## config.mk

```make
export PLATFORM = sky130hd
export DESIGN_NAME = write_router
export DESIGN_NICKNAME = d
export VERILOG_FILES = /design/src/rtl/write_router.sv
export SDC_FILE = /design/constraint.sdc
export NUM_CORES = 1
export LEC_CHECK = 0
export ABC_AREA = 1
export CORE_MARGIN = 10
export CORE_UTILIZATION = 47
export CTS_BUF_LIST = sky130_fd_sc_hd__clkbuf_8
export DETAILED_ROUTE_END_ITERATION = 16
export PLACE_DENSITY = 0.74
export REMOVE_ABC_BUFFERS = 1
export SLEW_MARGIN = 20
export SYNTH_ARGS = -nofsm -noshare
export SYNTH_HDL_FRONTEND = slang
export SYNTH_SLANG_ARGS = --single-unit
```

## constraint.sdc

```tcl
create_clock -name clk -period 2.1 [get_ports clk]
set_input_delay 0.525 -clock clk [delete_from_list [all_inputs] [get_ports clk]]
set_output_delay 0.525 -clock clk [all_outputs]
set_load 0.05 [all_outputs]
```

## src/rtl/write_router.sv

```systemverilog
// Scatters a latched packed vector into the element buffer, one element per cycle from startAddr (wrapping mod Depth).
// First write on the edge after accept; bufReady=0 stalls index/address/data and drops writeEn.
module write_router #(
  parameter int MaxWidth  = 9,
  parameter int Depth     = 32,
  parameter int DataWidth = 8
) (
  input  logic                              clk,
  input  logic                              rst,
  input  logic                              routeEn,
  input  logic [$clog2(Depth)-1:0]          startAddr,
  input  logic [$clog2(MaxWidth+1)-1:0]     count,
  input  logic [MaxWidth*DataWidth-1:0]     dataIn,
  input  logic                              bufReady,
  output logic                              ready,
  output logic                              writeEn,
  output logic [$clog2(Depth)-1:0]          writeAddr,
  output logic [DataWidth-1:0]              dataOut,
  output logic                              finished
);

  localparam int AddrWidth  = $clog2(Depth);
  localparam int CountWidth = $clog2(MaxWidth + 1);

  typedef enum logic [1:0] {IDLE, WRITE, DONE} state_t;

  state_t                         state, state_nxt;
  logic [MaxWidth*DataWidth-1:0]  vec;
  logic [AddrWidth-1:0]           addr;
  logic [CountWidth-1:0]          eff_cnt;
  logic [CountWidth-1:0]          idx;
  logic [CountWidth-1:0]          cnt_clamped;
  logic                           accept;
  logic                           fire;
  logic                           last;

  assign cnt_clamped = (count > CountWidth'(MaxWidth)) ? CountWidth'(MaxWidth) : count;
  assign accept      = (state == IDLE) && routeEn;
  assign fire        = (state == WRITE) && bufReady;
  assign last        = fire && ((idx + CountWidth'(1)) == eff_cnt);

  always_ff @(posedge clk or negedge rst) begin
    if (!rst) begin
      state <= IDLE;
    end else begin
      state <= state_nxt;
    end
  end

  always_comb begin
    state_nxt = state;
    case (state)
      IDLE:    if (routeEn) state_nxt = (cnt_clamped == '0) ? DONE : WRITE;
      WRITE:   if (last) state_nxt = DONE;
      DONE:    state_nxt = IDLE;
      default: state_nxt = IDLE;
    endcase
  end

  // Running address wraps explicitly so non-power-of-two depths also work.
  always_ff @(posedge clk or negedge rst) begin
    if (!rst) begin
      vec     <= '0;
      addr    <= '0;
      eff_cnt <= '0;
      idx     <= '0;
    end else if (accept) begin
      vec     <= dataIn;
      addr    <= startAddr;
      eff_cnt <= cnt_clamped;
      idx     <= '0;
    end else if (fire) begin
      idx  <= idx + CountWidth'(1);
      addr <= (addr == AddrWidth'(Depth - 1)) ? '0 : addr + AddrWidth'(1);
    end
  end

  always_comb begin
    ready     = (state == IDLE);
    writeEn   = fire;
    finished  = (state == DONE);
    writeAddr = (state == WRITE) ? addr : '0;
    dataOut   = '0;
    if (state == WRITE) begin
      for (int i = 0; i < MaxWidth; i++) begin
        if (idx == CountWidth'(i)) dataOut = vec[i*DataWidth +: DataWidth];
      end
    end
  end

endmodule

```

==> results by group <==
Run status
  – Status: complete, but fails checks
  – Violated checks: negative setup slack

Global routing
  – Pin count of the biggest net entering global routing: 49
  – Gr ovfl total: 0
  – First-pass GRT wire length: 21.1 mm
  – Overall routing resource usage: 0.181
  – Vias in the first global route: between 4000 and 5000
  – Antenna violations before repair: 0

CTS
  – Total CTS buffers: 9
  – Clock Pin Slew Worst Setup and Hold Paths: 90 ps
  – Clock root buffer: clkbuf_8
  – H-Tree Level Count: 3
  – Max Buffers Root-to-Sink: 2
  – CTS tree: yes
  – Clock Latency Late Sink: roughly 360 ps
  – Clock sink total: 87

Pwr
  – Worst vdd ir: 0.802 mV
  – Pleak: around 3.2 nW
  – Sequential Power Share: 0.335
  – PwrDens: 1420 nW/um2
  – Clock Power Share: 0.118
  – Sw Share: 0.449
  – Total power: 9.07 mW
  – Switch Pwr: 4.07 mW
  – Combinational power share: 0.548
  – Internal: 4.99 mW

Floorplan
  – Die Y: 118 um
  – Starting Density: 0.483
  – I/O Pins: 101
  – Row cnt: 35
  – Core Box Area: 9280 um2
  – Die ar.: 13800 um2
  – Die W: 118 um

Placement
  – Dpl hpwl: 9.17 mm
  – Port-buffer cells: 100
  – Placer Congestion: approximately 0.90
  – Placed insts: 826

Synth
  – Avg Inst Size Synth: between 7 and 8 um2
  – Yosys reg bits: 87
  – Syn Std Cell Area: between 4000 and 5000 um2
  – Synth Instances: 599
  – Syn. warnings: 0
  – Yosys cell types: 33
  – Sequential-to-total area share from yosys stat: 0.486

STA
  – Final period util: 1.31
  – Max Clk Rate: 362 MHz
  – Relative max-transition margin: 0.728
  – Slew @ Worst Pin: 407 ps
  – RSZ-0062 raised after global routing: yes
  – Setup TNS Final: -4860 ps
  – Min cycle time layout: 2760 ps
  – Final hold violations: 0
  – Setup ws final: -661 ps
  – Setup Skew: 10.0 ps
  – Setup-failing EPs final: 8
  – Fin. max-slew vios: 0
  – Hold Slack: 66.4 ps

Route
  – Via count: 4271
  – DRC violations left: 0
  – Drt pass-1 iters: 5
  – Wire length per cell: 15.1 um
  – Number of routed nets with antenna violations: 0
  – Routed vias/inst: 4.99
  – Drt total wl: 13.0 mm
  – DR iter-0 viols: 292

Worst setup path
  – Slowest stage cell, crit path: dfrtp_2
  – FF-to-FF setup slack: 300 ps
  – RR Startpoint: idx[0]
  – R2r endpoint: state[0]
  – Crit-path cells: inv_4 -> ha_4 -> inv_4 -> nor2_4 -> nand3_1 -> nand3_1 -> nand2_1 -> nand4_1 -> nand2_1 -> nand2_1 -> nand2_1 -> a21oi_2 -> buf_12
  – CP Max Fanout: 4
  – Worst path most repeated cell: nand2_1
  – CP required: 1570 ps
  – Max stage delay on crit path: roughly 470 ps
  – Startpoint types: register
  – Worst reg2reg path depth: 9
  – Crit path kind: register to primary output
  – Critical Path AT: ~2200 ps
  – Critical Path Sink Type: primary output

Cells and area
  – Layout cells sized above 1: 0.179
  – Commonest non-fill, non-tap cell in the layout: nand2_1
  – Filler cells: about 800
  – Synth-to-layout area growth: 42.0%
  – Multi-input gate area: 2190 um2
  – ANT cells: 0
  – Final core utilization: 0.686
  – Most frequent cells in the layout: nand2_1, dfrtp_1, clkdlybuf4s50_1, inv_1, buf_4
  – Final #Nets: 813
  – Register area: 2180 um2
  – Post-route insts no fill: 856

Worst hold path
  – Worst min-delay path class: input pin to asynchronous set/reset pin

Job
  – Total of max-cap violations: 0
==> layout make-up <==
class                   count  share of cell area
clock buffers              10              0.0216
clock inverters             6             0.00609
inverters                  44              0.0291
multi-input cells         446               0.343
flip-flops and latches     87               0.342
well taps                 129              0.0253
repair buffers            133               0.231
repair inverters            1             0.00118
==> cell usage after synthesis (all sizes together) <==
master    n  area, um2
nand2   303       1160
dfrtp    87       2180
inv      43        164
nor2     37        174
o21ai    28        148
nand3    24        120
a21oi    17        115
buf      15        104
clkbuf    9       33.8
o21bai    7       52.6
ha        6       75.1
o22ai     5       31.3
xor2      4       35.0
o211ai    3       22.5
nand4     2       12.5
or2       2       12.5
a22oi     1       7.51
a31oi     1       6.26
clkinv    1       5.00
nand3b    1       7.51
nor3      1       5.00
nor4      1       6.26
xnor2     1       8.76
==> metal layers <==
layer | share of wire | track usage | vias to the layer above
met3 | 0.054 | 0.0451 | 28
li1 | - | - | 2105
met4 | 0.023 | 0.0726 | 0
met1 | 0.42 | 0.206 | 2002
met2 | 0.50 | 0.315 | 136
met5 | 0 | 0 | -
==> stage by stage <==
step	setup WS, ps	instance area (um2)
after detailed placement	-334	5870
final	-661	6370
after CTS	-577	6230
after global placement	-287	5870
after global routing	-752	6370
after floorplan	-1890	4350
==> cell families after synthesis <==
family | after synthesis | synth area share
AND/OR/NAND/NOR | 371 | 0.334
flip-flops | 87 | 0.486
buffers and inverters | 68 | 0.0684
AO/OA/AOI/OAI | 62 | 0.0854
adder cells (fa/ha/maj) | 6 | 0.0167
XOR/XNOR | 5 | 0.00977
==> worst max-delay path by stage <==
stage,depth (start not counted),end,start
6_report,13,dataOut[0],idx[0]
5_1_grt,13,dataOut[0],idx[0]
4_1_cts,11,dataOut[7],idx[0]
3_5_place_dp,12,dataOut[0],idx[1]
3_3_place_gp,12,dataOut[0],idx[1]
2_1_floorplan,6,addr[3],state[0]
==> state kept, by name, indices dropped and copies added, names as in the netlist <==
signal	count
state	2
addr	5
eff_cnt	4
vec	72
idx	4
==> worst max-delay path: cells and delay by family, from the launching register on <==
kind,cells,cell delay (ps)
DFF,1,470
adders and majority gates,1,150
buffers and inverters,3,330
and+or+nand+nor,8,750
AOI/OAI and AO/OA,1,180
==> power by group through the flow <==
stage | logic, mW | registers, mW | clock network (mW)
CTS | 4.68 | 3.00 | 1.07
floorplan | 2.75 | 2.82 | 0
global placement | 4.26 | 3.01 | 0
finish | 4.97 | 3.03 | 1.07
detailed placement | 4.36 | 3.02 | 0
global route | 5.42 | 3.11 | 1.14
==> timing repair <==
item	CTS	global route
pin swaps	22	23
cloned	3	0
gates resized for setup	26	32
hold buffers	0	0
setup endpoints to repair	8	14
setup buffers	7	4
(Power assumes the default switching activity.)
